### src/rtl/abro_input_conditioner.sv
// Front end for the ABRO state machine: each of the three raw lines (A, B, R) is
// synchronised, debounced and turned into a one-cycle rising-edge pulse.
module abro_input_conditioner #(
    parameter int unsigned SYNC_STAGES     = 2,
    parameter int unsigned DEBOUNCE_CYCLES = 4,
    parameter int unsigned CNT_W           = 3
) (
    input  logic Clock,
    input  logic Reset,
    input  logic a_raw,
    input  logic b_raw,
    input  logic r_raw,
    output logic A,
    output logic B,
    output logic R,
    output logic A_level,
    output logic B_level,
    output logic R_level
);

    localparam int unsigned NUM_CH = 3;
    localparam int unsigned CH_A   = 0;
    localparam int unsigned CH_B   = 1;
    localparam int unsigned CH_R   = 2;

    localparam logic [CNT_W-1:0] CNT_LAST = CNT_W'(DEBOUNCE_CYCLES - 1);
    localparam logic [CNT_W-1:0] CNT_ONE  = CNT_W'(1);

    logic [NUM_CH-1:0]      raw_c;
    logic [NUM_CH-1:0]      sync_out_c;

    logic [SYNC_STAGES-1:0] sync_q [NUM_CH];
    logic [SYNC_STAGES-1:0] sync_d [NUM_CH];
    logic [CNT_W-1:0]       cnt_q  [NUM_CH];
    logic [CNT_W-1:0]       cnt_d  [NUM_CH];
    logic [NUM_CH-1:0]      lvl_q;
    logic [NUM_CH-1:0]      lvl_d;
    logic [NUM_CH-1:0]      pulse_q;
    logic [NUM_CH-1:0]      pulse_d;

    assign raw_c = {r_raw, b_raw, a_raw};

    // Synchroniser shift: stage 0 samples the raw line, the last stage feeds the debouncer.
    always_comb begin
        for (int i = 0; i < int'(NUM_CH); i++) begin
            sync_d[i]     = {sync_q[i][SYNC_STAGES-2:0], raw_c[i]};
            sync_out_c[i] = sync_q[i][SYNC_STAGES-1];
        end
    end

    // Debounce: the level only moves after DEBOUNCE_CYCLES consecutive disagreements;
    // any agreement clears the count so a glitch restarts the qualification from zero.
    always_comb begin
        for (int i = 0; i < int'(NUM_CH); i++) begin
            lvl_d[i] = lvl_q[i];
            cnt_d[i] = cnt_q[i];
            if (sync_out_c[i] == lvl_q[i]) begin
                cnt_d[i] = '0;
            end else if (cnt_q[i] == CNT_LAST) begin
                lvl_d[i] = sync_out_c[i];
                cnt_d[i] = '0;
            end else begin
                cnt_d[i] = cnt_q[i] + CNT_ONE;
            end
        end
    end

    // Pulse only on a 0 -> 1 move of the debounced level.
    always_comb begin
        pulse_d = lvl_d & ~lvl_q;
    end

    always_ff @(posedge Clock) begin
        if (Reset) begin
            for (int i = 0; i < int'(NUM_CH); i++) begin
                sync_q[i] <= '0;
                cnt_q[i]  <= '0;
            end
            lvl_q   <= '0;
            pulse_q <= '0;
        end else begin
            for (int i = 0; i < int'(NUM_CH); i++) begin
                sync_q[i] <= sync_d[i];
                cnt_q[i]  <= cnt_d[i];
            end
            lvl_q   <= lvl_d;
            pulse_q <= pulse_d;
        end
    end

    assign A       = pulse_q[CH_A];
    assign B       = pulse_q[CH_B];
    assign R       = pulse_q[CH_R];
    assign A_level = lvl_q[CH_A];
    assign B_level = lvl_q[CH_B];
    assign R_level = lvl_q[CH_R];

endmodule

### config.mk
export PLATFORM = sky130hd
export DESIGN_NAME = abro_input_conditioner
export DESIGN_NICKNAME = d
export VERILOG_FILES = /design/src/rtl/abro_input_conditioner.sv
export SDC_FILE = /design/constraint.sdc
export NUM_CORES = 1
export LEC_CHECK = 0
export CORE_MARGIN = 4
export CORE_UTILIZATION = 53
export CTS_BUF_LIST = sky130_fd_sc_hd__clkbuf_4 sky130_fd_sc_hd__clkbuf_8
export CTS_CLUSTER_DIAMETER = 150
export CTS_CLUSTER_SIZE = 20
export DETAILED_ROUTE_END_ITERATION = 6
export GPL_ROUTABILITY_DRIVEN = 0
export PLACE_DENSITY = 0.87
export SLEW_MARGIN = 10
export SYNTH_ARGS = -nofsm -noshare
export SYNTH_HDL_FRONTEND = slang
export SYNTH_SLANG_ARGS = --single-unit
### constraint.sdc
create_clock -name Clock -period 1.3 [get_ports Clock]
set_input_delay 0.26 -clock Clock [delete_from_list [all_inputs] [get_ports Clock]]
set_output_delay 0.26 -clock Clock [all_outputs]
set_load 0.03 [all_outputs]
# After elaboration in Yosys (flattened, before gate mapping)

Memories as Yosys holds them, arrays and structs flattened.
Cells that the tools add are included.

$add $sub $neg: 3
Multipliers: 0
Div/mod/pow operators: 0
Order comparisons: 0
Eq/ne operators: 6
Shift operators: 0
Muxes and demuxes: 21
Bitwise gates (word level): 8
Reduce and logical (&&, ||, !) cells: 0

Operator list:

| cell                  | count |
|---|---|
| $mux W3               | 9 |
| $add A3 B1 Y3 const B | 3 |
| $eq A3 B2 Y1 const B  | 3 |
| $mux W1               | 9 |
| $mux W2               | 3 |
| $or A1 B1 Y1          | 6 |
| $and A3 B3 Y3         | 1 |
| $eq A1 B1 Y1          | 3 |
| $not A3 Y3            | 1 |

Register bits after elaboration: 6
Bits in latches: 0
Bits in writable memories: 15
Bits in read-only memories: 0
Bits of input ports: 5
Output and inout port bits: 6
Word-level logic and storage cells: 42
Memories: 2

Memories:

| memory | words | width | read ports | clocked after Yosys merged registers in | wr ports | line | text |
|---|---|---|---|---|---|---|---|
| cnt_q  | 3     | 3     | 3          | 0                                       | 3        | 34   | `logic [CNT_W-1:0] cnt_q [NUM_CH];` |
| sync_q | 3     | 2     | 3          | 0                                       | 3        | 32   | `logic [SYNC_STAGES-1:0] sync_q [NUM_CH];` |

# Depth between registers and ports, before layout

Word-level depth: 4
Gate-level depth with buffers: 4
Depth with buffers taken out: 4

# Worst setup path after synthesis

Ideal clock, no wire load.

Kind: register to register
Start point: memory cnt_q[2][0], in the netlist cnt_q[0][6]
End point: memory cnt_q[2][2], in the netlist cnt_q[0][8]
Library setup time: 92 ps
Arrival: 961 ps
Data required time: 1,208 ps
Path slack: 247 ps
Cell stages (with the launch flop): 4
Buffers on the path: 0
Period minus slack after synthesis: 1,053 ps
Path through: dfxtp_1 > ha_1 > ha_1 > nor4_1

RTL lines:

| element     | line |
|---|---|
| from (decl) | 34 |

# Worst setup path in the final report

Start point: register pulse_q[1]
End point: output B

RTL lines:

| element                | line | text |
|---|---|---|
| from (decl)            | 38   | `logic [NUM_CH-1:0] pulse_q;` |
| from (signal assigned) | 87   | `pulse_q <= pulse_d;` |
| to (decl)              | 14   | `output logic B,` |

No word-level cell between the ends.

==> run metrics <==
Final Hold Viols=0; Setup CP Type=flip-flop to output pin; result of the run=finished clean; H-tree levels=1; chip width=45.54 um; DR WL/cell=12.76 um; Final Util=66.86%; slew of the pin with the lowest slew margin=0.3305 ns; Synth area leader=dfxtp_1; Reg2Reg Launch Point=cnt_q[0][0]$_SDFF_PP0_; clock sink count=21; Distinct cells, synth=12; max cap viols=0; Slew Viols, Final=0; total nets after synthesis=70; CP Capture Type=output pin; Critical Path RT=1.04 ns; CTS tree=yes; IO Pins=11; FMAX=779.7 MHz; CTS Buffer Depth=2; drt pass-1 iters=5; Leakage=0.3395 nW; fraction of layout cells with a size suffix above 1=21.92%; final worst-path cycle share=98.66%; Yosys reg bits=21; DR iter-0 viols=4; delay-heaviest family, CP=buffers and inverters; number of antenna violations at the first check in global routing=0; min-delay src=cnt_q[0][3]$_SDFF_PP0_; wire length on met2=537 um; Via Count=452; Worst Hold Path EP=cnt_q[0][3]$_SDFF_PP0_; Startpoint Class=flip-flop; reg2reg setup slack=0.14 ns; area growth from synthesis to layout=17.92%; crit-path cells=clkdlybuf4s15_1; CTS Buf Count=3; post-CTS setup repair buffer count=0; Synth Warn #=0; most common cell after layout, fill and taps aside=dfxtp_1; reg2reg end=lvl_q[0]$_SDFF_PP0_; Diodes inserted=0; Starting Density=56.70%; sequential share of the synthesized area=56.28%; final net count=85; first-pass GRT wire length=1897 um; die area=2074 um2; vias in the first global route=444; Skew-Pair Late Insertion Delay=0.30 ns; buffers and inverters on the worst path=1; area fraction of the dominant cell type after synthesis=56.28%; Overflow after GRT=0; dpl hpwl=821.7 um; Cell Area, Synth=747.0 um2; slowest cell delay on critical path=0.37 ns; Worst Hold Class=flip-flop to flip-flop; critical path data arrival time=1.02 ns; hold path depth=1; DRT met1 WL=534 um; core region area=1318 um2; Max Used Layer=met4; syn_area_per_cell=12.66 um2; site row count=13; cells on worst reg2reg path=4; final setup TNS=0 ns; Mapped Cells=59; clock slew at reported path FFs=0.11 ns; met3 WL post-DR=36 um; worst ir drop on vdd=0.7961 mV; Critical Path Slowest Stage Cell=clkdlybuf4s15_1; Tmin final=1.283 ns; Vias/cell=5.136; CTS root buffer=clkbuf_4; number of remaining DRC errors=0; final setup fails=0; Total Power=1.008 mW; # hold bufs at CTS=0; skew final=0.005271 ns; IO buf count=10; Synth area leaders=dfxtp_1 56%, ha_1 10%, nor4b_2 6.0%, and4bb_2 5.0%, nor2b_1 5.0%; Slew headroom=77.81%; Critical Path Fanout Max=1; Detailed Route WL=1123 um; post-CTS sizing=4; unrepaired setup endpoints after global routing=no; All-Layer GR Usage=12.80%; remaining antenna violation count=0; largest net degree at the start of global routing=14; height of the die=45.54 um; Power Density=1145 nW/um2; commonest cells after routing, fill and taps aside=21 x dfxtp_1, 6 x nor4_1, 6 x nor2b_1, 6 x ha_1, 5 x buf_4
-- cells in the mapped netlist --
cell type / count
xnor2_1: 3
ha_1: 6
and4bb_2: 3
nor4_1: 6
nor2b_1: 6
mux2i_1: 3
dfxtp_1: 21
inv_1: 3
nor4b_2: 3
nor2_1: 3
clkbuf_4: 1
buf_4: 1
-- cell families (layout without fill, tap and decap cells) --
family / Yosys count / after routing / synth area share, %
flip-flops: 21 / 21 / 56.28
multiplexers: 3 / 3 / 4.020
AND/OR/NAND/NOR: 21 / 21 / 22.61
XOR/XNOR: 3 / 3 / 3.518
adder cells (fa/ha/maj): 6 / 6 / 10.05
buffers and inverters: 5 / 19 / 3.518
-- worst register-to-register path: stages (launching register included) --
cell,delay (ns)
dfxtp_1,0.36
ha_1,0.15
ha_1,0.27
mux2i_1,0.24
nor2_1,0.06
-- layout make-up --
| class | instances | area (um2) |
|---|---|---|
| Clock buffer | 3 | 22.52 |
| Timing Repair Buffer | 12 | 102.6 |
| Fill cell | 101 | 436.7 |
| Tap cell | 15 | 18.77 |
| Clock inverter | 1 | 5.005 |
| Sequential cell | 21 | 420.4 |
| Multi-Input combinational cell | 33 | 300.3 |
| Inverter | 3 | 11.26 |
-- through the flow --
stage               instance area (um2)  worst slack [ns]  hold WS [ns]  std cells
floorplan                         747.0            0.2472        0.3882         59
global placement                  858.3           0.04262        0.4205         84
detailed placement                858.3           0.02333        0.4265         84
CTS                               883.3          0.003541        0.4430         88
global route                      880.8          0.006541        0.4597         88
finish                            880.8           0.01748        0.4420         88
-- layer usage --
metal | up-vias | global-route usage, %
met3 | 2 | 2.372
met2 | 8 | 22.56
li1 | 235 | -
met4 | 0 | 5.263
met5 | - | 0
met1 | 207 | 14.91
-- state kept, by name (all words and copies together) (netlist names) --
name,flops
pulse_q,3
cnt_q,9
sync_q,6
lvl_q,3
-- worst max path at each step --
stage	from	endpoint	slack, ns	depth (start not counted)
final	pulse_q[1]$_SDFF_PP0_	B	0.02	1
after global routing	pulse_q[2]$_SDFF_PP0_	R	0.007	1
after CTS	pulse_q[2]$_SDFF_PP0_	R	0.004	1
after detailed placement	Reset	pulse_q[2]$_SDFF_PP0_	0.02	3
after global placement	Reset	pulse_q[1]$_SDFF_PP0_	0.04	3
after floorplan	cnt_q[0][6]$_SDFF_PP0_	cnt_q[0][8]$_SDFF_PP0_	0.25	3
-- power breakdown --
| part | leakage, nW | internal, mW | total, mW | switching [mW] |
|---|---|---|---|---|
| registers | 0.171 | 0.655 | 0.661 | 0.00582 |
| clock network | 0.0177 | 0.115 | 0.306 | 0.191 |
| logic | 0.151 | 0.0247 | 0.0417 | 0.0170 |
| total | 0.340 | 0.794 | 1.01 | 0.214 |
No activity file was read; power rests on OpenSTA's default activity.
